`src/rtl/mac_share_pkg.sv`:
```
// Shared types and arithmetic helpers for the mac_share_seq engine.
// MAC_SHARE_SAT_EN selects saturating instead of wrapping output conversion.
package mac_share_pkg;

    typedef enum logic [1:0] {
        IDLE  = 2'd0,
        ISSUE = 2'd1,
        DRAIN = 2'd2,
        HOLD  = 2'd3
    } state_t;

    // Widest sum the conversion helper accepts; callers sign-extend into it.
    localparam int SUM_MAX = 128;

    function automatic int calc_s_w(input int a_w, input int b_w, input int c_w);
        return (((a_w + b_w) > c_w) ? (a_w + b_w) : c_w) + 1;
    endfunction

    function automatic logic signed [SUM_MAX-1:0] out_conv(
        input logic signed [SUM_MAX-1:0] sum,
        input int                        out_w
    );
`ifdef MAC_SHARE_SAT_EN
        logic signed [SUM_MAX-1:0] one_v;
        logic signed [SUM_MAX-1:0] hi_v;
        logic signed [SUM_MAX-1:0] lo_v;
        one_v = {{(SUM_MAX-1){1'b0}}, 1'b1};
        hi_v  = (one_v <<< (out_w - 1)) - one_v;
        lo_v  = ~hi_v;
        if (sum > hi_v) begin
            return hi_v;
        end else if (sum < lo_v) begin
            return lo_v;
        end else begin
            return sum;
        end
`else
        // Constant mask folds away; the caller keeps only the low out_w bits.
        logic [SUM_MAX-1:0] mask_v;
        mask_v = ~({SUM_MAX{1'b1}} << out_w);
        return sum & mask_v;
`endif
    endfunction

endpackage

```
`src/rtl/mac_share_dsp.sv`:
```
// Three-stage signed multiply-add slice: operands, product, sum. Processes
// one channel per enabled cycle and carries a valid/index tag alongside.
(* use_dsp = "yes" *)
module mac_share_dsp
    import mac_share_pkg::*;
#(
    parameter int A_W   = 27,
    parameter int B_W   = 18,
    parameter int C_W   = 48,
    parameter int S_W   = 49,
    parameter int IDX_W = 2
) (
    input  logic                    clk,
    input  logic                    rst_n,
    input  logic                    ce,
    input  logic                    in_valid,
    input  logic [IDX_W-1:0]        in_idx,
    input  logic signed [A_W-1:0]   a,
    input  logic signed [B_W-1:0]   b,
    input  logic signed [C_W-1:0]   c,
    output logic signed [S_W-1:0]   p,
    output logic                    p_valid,
    output logic [IDX_W-1:0]        p_idx
);
    localparam int M_W = A_W + B_W;

    logic signed [A_W-1:0] a_r;
    logic signed [B_W-1:0] b_r;
    logic signed [C_W-1:0] c1_r;
    logic signed [C_W-1:0] c2_r;
    logic signed [M_W-1:0] m_r;
    logic signed [S_W-1:0] p_r;
    logic                  v1_r, v2_r, v3_r;
    logic [IDX_W-1:0]      idx1_r, idx2_r, idx3_r;
    logic signed [S_W-1:0] m_ext_s;
    logic signed [S_W-1:0] c_ext_s;

    // Sign-extend product and addend to the full sum width.
    always_comb begin
        m_ext_s = S_W'(m_r);
        c_ext_s = S_W'(c2_r);
    end

    // Pipeline registers; every stage freezes while ce is low.
    always_ff @(posedge clk or negedge rst_n) begin
        if (!rst_n) begin
            a_r    <= '0;
            b_r    <= '0;
            c1_r   <= '0;
            c2_r   <= '0;
            m_r    <= '0;
            p_r    <= '0;
            v1_r   <= 1'b0;
            v2_r   <= 1'b0;
            v3_r   <= 1'b0;
            idx1_r <= '0;
            idx2_r <= '0;
            idx3_r <= '0;
        end else if (ce) begin
            a_r    <= a;
            b_r    <= b;
            c1_r   <= c;
            v1_r   <= in_valid;
            idx1_r <= in_idx;
            m_r    <= a_r * b_r;
            c2_r   <= c1_r;
            v2_r   <= v1_r;
            idx2_r <= idx1_r;
            p_r    <= m_ext_s + c_ext_s;
            v3_r   <= v2_r;
            idx3_r <= idx2_r;
        end
    end

    assign p       = p_r;
    assign p_valid = v3_r;
    assign p_idx   = idx3_r;

endmodule

```
`src/rtl/mac_share_seq.sv`:
```
// Batch multiply-add engine: captures N_CH operand sets, sequences them through
// one shared mac_share_dsp and presents all results. MAC_SHARE_SAT_EN: saturate.
module mac_share_seq
    import mac_share_pkg::*;
#(
    parameter int N_CH  = 4,
    parameter int A_W   = 27,
    parameter int B_W   = 18,
    parameter int C_W   = 48,
    parameter int OUT_W = 48
) (
    input  logic                    ap_clk,
    input  logic                    ap_rst_n,
    input  logic                    ap_ce,
    input  logic                    in_valid,
    output logic                    in_ready,
    input  logic [N_CH*A_W-1:0]     a,
    input  logic [N_CH*B_W-1:0]     b,
    input  logic [N_CH*C_W-1:0]     c,
    output logic                    out_valid,
    input  logic                    out_ready,
    output logic [N_CH*OUT_W-1:0]   dout
);
    localparam int S_W   = calc_s_w(A_W, B_W, C_W);
    localparam int CNT_W = (N_CH > 1) ? $clog2(N_CH) : 1;
    localparam logic [CNT_W-1:0] LAST_CH = CNT_W'(N_CH - 1);

    state_t                 state_r;
    logic [CNT_W-1:0]       ch_r;
    logic [N_CH*A_W-1:0]    a_bat_r;
    logic [N_CH*B_W-1:0]    b_bat_r;
    logic [N_CH*C_W-1:0]    c_bat_r;
    logic                   out_valid_r;
    logic [N_CH*OUT_W-1:0]  dout_r;

    logic [A_W-1:0]         a_sel_s;
    logic [B_W-1:0]         b_sel_s;
    logic [C_W-1:0]         c_sel_s;
    logic                   issue_s;
    logic signed [S_W-1:0]  p_s;
    logic                   p_valid_s;
    logic [CNT_W-1:0]       p_idx_s;
    logic [OUT_W-1:0]       conv_s;

    // Channel mux into the shared datapath and output conversion of its sum.
    always_comb begin
        a_sel_s = a_bat_r[int'(ch_r)*A_W +: A_W];
        b_sel_s = b_bat_r[int'(ch_r)*B_W +: B_W];
        c_sel_s = c_bat_r[int'(ch_r)*C_W +: C_W];
        issue_s = (state_r == ISSUE);
        conv_s  = OUT_W'(out_conv(SUM_MAX'(p_s), OUT_W));
    end

    mac_share_dsp #(
        .A_W   (A_W),
        .B_W   (B_W),
        .C_W   (C_W),
        .S_W   (S_W),
        .IDX_W (CNT_W)
    ) u_dsp (
        .clk      (ap_clk),
        .rst_n    (ap_rst_n),
        .ce       (ap_ce),
        .in_valid (issue_s),
        .in_idx   (ch_r),
        .a        (a_sel_s),
        .b        (b_sel_s),
        .c        (c_sel_s),
        .p        (p_s),
        .p_valid  (p_valid_s),
        .p_idx    (p_idx_s)
    );

    // Batch sequencer: capture, issue one channel per cycle, drain, hold.
    always_ff @(posedge ap_clk or negedge ap_rst_n) begin
        if (!ap_rst_n) begin
            state_r     <= IDLE;
            ch_r        <= '0;
            a_bat_r     <= '0;
            b_bat_r     <= '0;
            c_bat_r     <= '0;
            out_valid_r <= 1'b0;
        end else if (ap_ce) begin
            case (state_r)
                IDLE: begin
                    if (in_valid) begin
                        a_bat_r <= a;
                        b_bat_r <= b;
                        c_bat_r <= c;
                        ch_r    <= '0;
                        state_r <= ISSUE;
                    end
                end
                ISSUE: begin
                    if (ch_r == LAST_CH) begin
                        ch_r    <= '0;
                        state_r <= DRAIN;
                    end else begin
                        ch_r <= ch_r + CNT_W'(1);
                    end
                end
                DRAIN: begin
                    // The last channel's slot is written on this same edge.
                    if (p_valid_s && (p_idx_s == LAST_CH)) begin
                        out_valid_r <= 1'b1;
                        state_r     <= HOLD;
                    end
                end
                HOLD: begin
                    if (out_ready) begin
                        out_valid_r <= 1'b0;
                        state_r     <= IDLE;
                    end
                end
                default: begin
                    out_valid_r <= 1'b0;
                    ch_r        <= '0;
                    state_r     <= IDLE;
                end
            endcase
        end
    end

    // Result slot array, written as each tagged sum leaves the datapath.
    always_ff @(posedge ap_clk or negedge ap_rst_n) begin
        if (!ap_rst_n) begin
            dout_r <= '0;
        end else if (ap_ce && p_valid_s) begin
            dout_r[int'(p_idx_s)*OUT_W +: OUT_W] <= conv_s;
        end
    end

    assign in_ready  = (state_r == IDLE) & ap_ce;
    assign out_valid = out_valid_r;
    assign dout      = dout_r;

endmodule
```
`config.mk`:
```
export PLATFORM = sky130hd
export DESIGN_NAME = mac_share_seq
export DESIGN_NICKNAME = d
export VERILOG_FILES = /design/src/rtl/mac_share_pkg.sv /design/src/rtl/mac_share_dsp.sv /design/src/rtl/mac_share_seq.sv
export SDC_FILE = /design/constraint.sdc
export NUM_CORES = 2
export LEC_CHECK = 0
export CAP_MARGIN = 40
export CORE_MARGIN = 5
export CORE_UTILIZATION = 53
export DETAILED_ROUTE_END_ITERATION = 8
export PLACE_DENSITY = 0.89
export SYNTH_ARGS = -nofsm -noshare
export SYNTH_HDL_FRONTEND = slang
export SYNTH_SLANG_ARGS = --single-unit
```
`constraint.sdc`:
```
create_clock -name ap_clk -period 6.3 [get_ports ap_clk]
set_input_delay 1.26 -clock ap_clk [delete_from_list [all_inputs] [get_ports ap_clk]]
set_output_delay 1.26 -clock ap_clk [all_outputs]
set_load 0.1 [all_outputs]
```
; Word level (Yosys, flattened, before mapping)
; Cells that the tools add are included.
[op_classes]
n_reduce_logical = 9
mux = 12
addsub = 3
n_bitwise = 1
shift = 5
n_mul = 5
eq_ne = 9
[op_table]
columns = cell, count
row1 = bitwise mux 192 bit, 1
row2 = "variable shift 48 x 33 -> 192 bit, first input constant", 1
row3 = variable part select 192 x 9 -> 48 bit, 1
row4 = variable part select 48 x 33 -> 192 bit, 1
row5 = variable part select 108 x 8 -> 27 bit, 1
row6 = variable part select 72 x 8 -> 18 bit, 1
row7 = adder 45 x 48 -> 48 bit, 1
row8 = multiplier 27 x 18 -> 45 bit, 1
row9 = negation 8 -> 33 bit, 1
row10 = two-way mux 2 bit, 6
row11 = "equality test 2 bit, second input constant", 4
row12 = "multiplier 2 x 2 -> 4 bit, second input constant", 2
row13 = "!= test 2 bit, second input constant", 4
row14 = one-hot mux 2 bit (4 select lines), 1
row15 = "multiplier 2 x 5 -> 7 bit, second input constant", 1
row16 = "multiplier 2 x 4 -> 6 bit, second input constant", 1
row17 = AND reduction 3 bit, 2
row18 = AND reduction 5 bit, 1
row19 = one-hot mux 2 bit (2 select lines), 1
row20 = AND reduction 4 bit, 1
row21 = nonzero test 2 bit, 2
row22 = "adder 2 x 1 -> 2 bit, second input constant", 1
row23 = "equality test 2 x 1 -> 1 bit, second input constant", 1
row24 = logical AND 1 bit, 2
row25 = other kinds (4), 5
[totals]
ff_bits = 812
inputBits = 377
word_cells = 63
out_inout_bits = 194

; Logic depth before layout (Yosys ltp)
[logic_depth]
depth_word = 4
ltp_mapped = 27
ltp_nobuf = 25

; Modules after synthesis
; From an unflattened synthesis, not the netlist that was laid out.
[hier_totals]
hier_cells = 4596
hier_area_um2 = 53262.3
[modules_own_cells]
columns = mod, area_per_inst_um2, cells_per_inst, seq_area_each_um2, instances
row1 = mac_share_dsp, 28735.1, 2899, 6105.9, 1
row2 = mac_share_seq, 24527.3, 1697, 14238.7, 1

; Least setup slack after synthesis
; OpenSTA, ideal clock, no wires.
[synth_path]
path_type = register -> register
from = reg u_dsp.b_r[0]
to = reg u_dsp.m_r[44]
stages_incl_launch_ff = 23
period_less_slack_ps = 6570
setup_ps = 136
n_path_buf = 2
path_slack_ps = -270
arrival_ps = 6434
t_required_ps = 6164
path_cell_list = dfrtp_1 > clkbuf_1 > clkbuf_1 > and2_1 > fa_1 > fa_1 > ha_1 > inv_1 > fa_1 > inv_1 > fa_1 > fa_1 > ha_1 > a21o_1 > a21o_1 > a21o_1 > a21o_1 > a221oi_2 > o22ai_1 > or4_1 > a31oi_1 > xnor2_1 > a21oi_1
[synth_via]
elab_chain_cells = 1
[synth_rtl]
columns = item, line_no
row1 = from (decl), mac_share_dsp.sv:28  ; logic signed [B_W-1:0] b_r;
row2 = from (signal assigned), mac_share_dsp.sv:48  ; b_r <= '0;
row3 = from (signal assigned), mac_share_dsp.sv:61  ; b_r <= b;
row4 = multiplier 27 x 18 -> 45 bit, mac_share_dsp.sv:65  ; m_r <= a_r * b_r;
row5 = to (signal assigned), mac_share_dsp.sv:65
row6 = to (decl), mac_share_dsp.sv:31  ; logic signed [M_W-1:0] m_r;
; Every way passes these cells.
; A chain may end at the register's enable or synchronous reset.

; Final worst setup path
[layout_path]
from = reg u_dsp.b_r[7]
to = reg u_dsp.m_r[44]
; Same word-level chain as after synthesis.

==> flow_metrics.env <==
export IMPL_outcome="finished with violations"
export IMPL_violations="DRC, setup timing"
export IMPL_dpl_hpwl_mm=123
export IMPL_crit_buf_inv=6
export IMPL_gp_congestion=0.955
export IMPL_synth_top_area_share_pct=38.0
export IMPL_grt_overflow=0
export IMPL_port_buffer_count=570
export IMPL_startpoint_type="flop"
export IMPL_finalClockSkew_ps=49.0
export IMPL_p_leak_nw=33.2
export IMPL_routed_wl_mm=175
export IMPL_path_depth=24
export IMPL_vdd_drop_max_mv=0.174
export IMPL_max_cap_violations=0
export IMPL_arrival_ps=6900
export IMPL_ff2ff_setup_slack_ps=-80
export IMPL_synth_edf_count=0
export IMPL_synthesis_area_sq_um=53400
export IMPL_synth_seq_cells=812
export IMPL_clk_latency_ps=700
export IMPL_crit_family="adder cells"
export IMPL_cp_end_kind="flop"
export IMPL_io_pin_count=571
export IMPL_period_share_pct=101
export IMPL_critPathMaxStageDelay_ps=570
export IMPL_syn_inst=4697
export IMPL_reg2reg_depth=24
export IMPL_powerDensity_nw_per_um2=155
export IMPL_ys_seq_area_share_pct=38.0
export IMPL_die_h_um=327
export IMPL_cts_tree="built"
export IMPL_num_rows=116
export IMPL_worstSetupPathType="flop to flop"
export IMPL_start_util_pct=53.4
export IMPL_grt_usage_pct=32.5
export IMPL_ant_nets=0
export IMPL_synth_cell_types=74
export IMPL_hp_start="c_bat_r[166]"
export IMPL_wl_per_cell_um=25.2
export IMPL_hold_depth=1
export IMPL_die_area_sq_um=107000
export IMPL_setup_viol=4
export IMPL_worst_pin_slew_ps=980
export IMPL_instances_no_fill=6926
export IMPL_slew_limit_headroom_pct=34.7
export IMPL_design_area_sq_um=69300
export IMPL_clk_pin_slew_ps=60
export IMPL_fin_crit_ps=6380
export IMPL_dpl_cell_area_sq_um=65600
export IMPL_clock_path_buffers=3
export IMPL_critPathMostFrequentCell="fa_1"
export IMPL_drive_above_1_share_pct=25.8
export IMPL_synth_area_per_cell_sq_um=11.4
export IMPL_coreArea_sq_um=100000
export IMPL_drt_first_pass_iters=9
export IMPL_grt_pass1_vias=45500
export IMPL_crit_path_start="u_dsp.b_r[7]"
export IMPL_synthToLayoutAreaGrowth_pct=29.7
export IMPL_syn_nets=5716
export IMPL_hold_class="flop to flop"
export IMPL_yosysTopAreaCell="dfrtp_1"
export IMPL_whs_ps=501
export IMPL_rsz0062_at_grt="yes"
export IMPL_worst_path_max_fanout=6
export IMPL_rr_endpoint="u_dsp.m_r[44]"
export IMPL_die_x_um=327
export IMPL_grt_max_degree=130
export IMPL_hold_viol_final=0
export IMPL_fmax_ghz=0.157
export IMPL_crit_path_cell_trace="buf_12 -> buf_8 -> and2_1 -> fa_1 -> inv_1 -> fa_1 -> fa_1 -> inv_1 -> fa_1 -> fa_1 -> inv_1 -> fa_1 -> inv_1 -> ha_1 -> a21oi_2 -> o21ai_1 -> nand3_1 -> o211ai_1 -> a21oi_4 -> o22ai_2 -> or4_1 -> a31oi_1 -> xnor2_1 -> a21oi_1"
export IMPL_cp_slowest_cell="fa_1"
export IMPL_cts_root_buf="clkbuf_16"
export IMPL_dp_cells=6732
export IMPL_layout_nets=6578
export IMPL_grt_pass1_wl_mm=267
export IMPL_htreeDepth=3
export IMPL_endpoint="u_dsp.m_r[44]"
export IMPL_synth_area_leaders="dfrtp_1, fa_1, mux2_2"
export IMPL_ys_flop_type="dfrtp_1"
export IMPL_cp_required_ps=6820
export IMPL_async_reset_ff_share_pct=100
export IMPL_drv_slew=0
export IMPL_rr_startpoint="u_dsp.b_r[7]"
export IMPL_pre_cts_ws_ps=-238
export IMPL_yosys_warnings=0
export IMPL_clkSinkCount=812
export IMPL_vias=41900
export IMPL_drt_iter0_drc=5019
export IMPL_antenna_found_initial=10
export IMPL_viasPerCell=6.04
export IMPL_yosys_cell_count_top_type="dfrtp_1"
export IMPL_setup_ws_ps=-84.2
export IMPL_cts_buffers=86
export IMPL_drc=129
export IMPL_synth_commonest_cells="dfrtp_1, inv_1, mux2_2"
state kept, by name (all words and copies together) (netlist names), 2 cells and up:
signal,count
u_dsp.idx1_r,2
b_bat_r,72
dout,192
u_dsp.a_r,27
c_bat_r,192
state_r,2
u_dsp.c1_r,48
u_dsp.idx2_r,2
u_dsp.p_idx,2
u_dsp.c2_r,48
a_bat_r,108
u_dsp.m_r,45
ch_r,2
u_dsp.p,48
u_dsp.b_r,18
through the flow:
step	power [mW]	utilization (%)	setup TNS [ps]
finish	10.7	69.3	-168
global route	11.0	69.3	-1690
CTS	10.8	68.5	-101
detailed placement	5.77	65.6	-800
global placement	5.76	62.0	-65.9
floorplan	5.39	-	0
logic make-up after synthesis:
family | count (synthesis) | synth area share, %
mux | 712 | 16.9
simple gates | 936 | 8.16
flops | 812 | 38.0
xor+xnor | 82 | 1.34
fa+ha+maj | 642 | 21.7
compound gates | 615 | 7.55
buf+inv | 898 | 6.31
report_power, final:
part / internal [mW] / switching, mW / total [mW] / leakage, nW
Combinational: 0.244 / 0.198 / 0.442 / 20.5
Clock: 2.82 / 2.23 / 5.05 / 1.34
Sequential: 5.22 / 0.0180 / 5.24 / 11.3
Total: 8.29 / 2.44 / 10.7 / 33.2
layer usage:
layer | global-route usage, % | vias to the layer above | share of wire (%) | wire [um]
li1 | - | 17300 | - | -
met1 | 37.2 | 20900 | 34 | 60000
met2 | 52.7 | 2712 | 48 | 83600
met3 | 10.6 | 999 | 9.8 | 17100
met4 | 20.2 | 2 | 8.0 | 14000
met5 | 1.54 | - | 0.0057 | 10
area by class of cell:
class / count / area (sq um)
antenna: 9 / 22.5
clock inverter: 23 / 263
inverter: 608 / 2280
sequential: 812 / 20400
multi-input combinational: 2987 / 30300
clock buffer: 125 / 2480
timing repair buffer: 1064 / 11900
tap: 1298 / 1620
fill: 6154 / 30700
cell usage in the layout (no fill, tap or decap), types with 28 or more instances in the layout:
master	instances
mux2i_1	33
and2_1	183
nand3_1	28
buf_12	32
inv_1	596
nor2_1	100
mux2_2	585
a22oi_1	55
o31ai_1	40
buf_16	46
ha_1	149
clkbuf_16	88
mux4_2	93
a21oi_1	103
dfrtp_1	791
fa_1	464
xnor2_1	60
nand2_1	485
o21ai_0	185
clkdlybuf4s50_1	567
a21o_1	35
buf_8	151
buf_4	245
a22o_1	47
worst reg2reg max path, stage by stage (launching register included):
cell and delay [ps]:
dfrtp_2 480, buf_12 170, buf_8 130, and2_1 160, fa_1 510, inv_1 50, fa_1 410, fa_1 570
inv_1 70, fa_1 510, fa_1 540, inv_1 50, fa_1 480, inv_1 50, ha_1 320, a21oi_2 180
o21ai_1 150, nand3_1 110, o211ai_1 130, a21oi_4 190, o22ai_2 110, or4_1 410, a31oi_1 220, xnor2_1 140
a21oi_1 90
timing repair:
item | 4_1_cts | 5_1_grt
buffers inserted | 10 | 20
pin swaps | 17 | 52
gates resized for setup | 30 | 123
hold buffers | 0 | 0
gates cloned | 0 | 2
endpoints found under the setup margin | 11 | 20
worst min-delay path by stage:
stage | endpoint
final | c_bat_r[166]
after global routing | b_bat_r[43]
after CTS | b_bat_r[43]
after detailed placement | dout[40]
after global placement | dout[57]
after floorplan | u_dsp.c2_r[1]
Note: power is estimated with default switching activity, not from simulation.
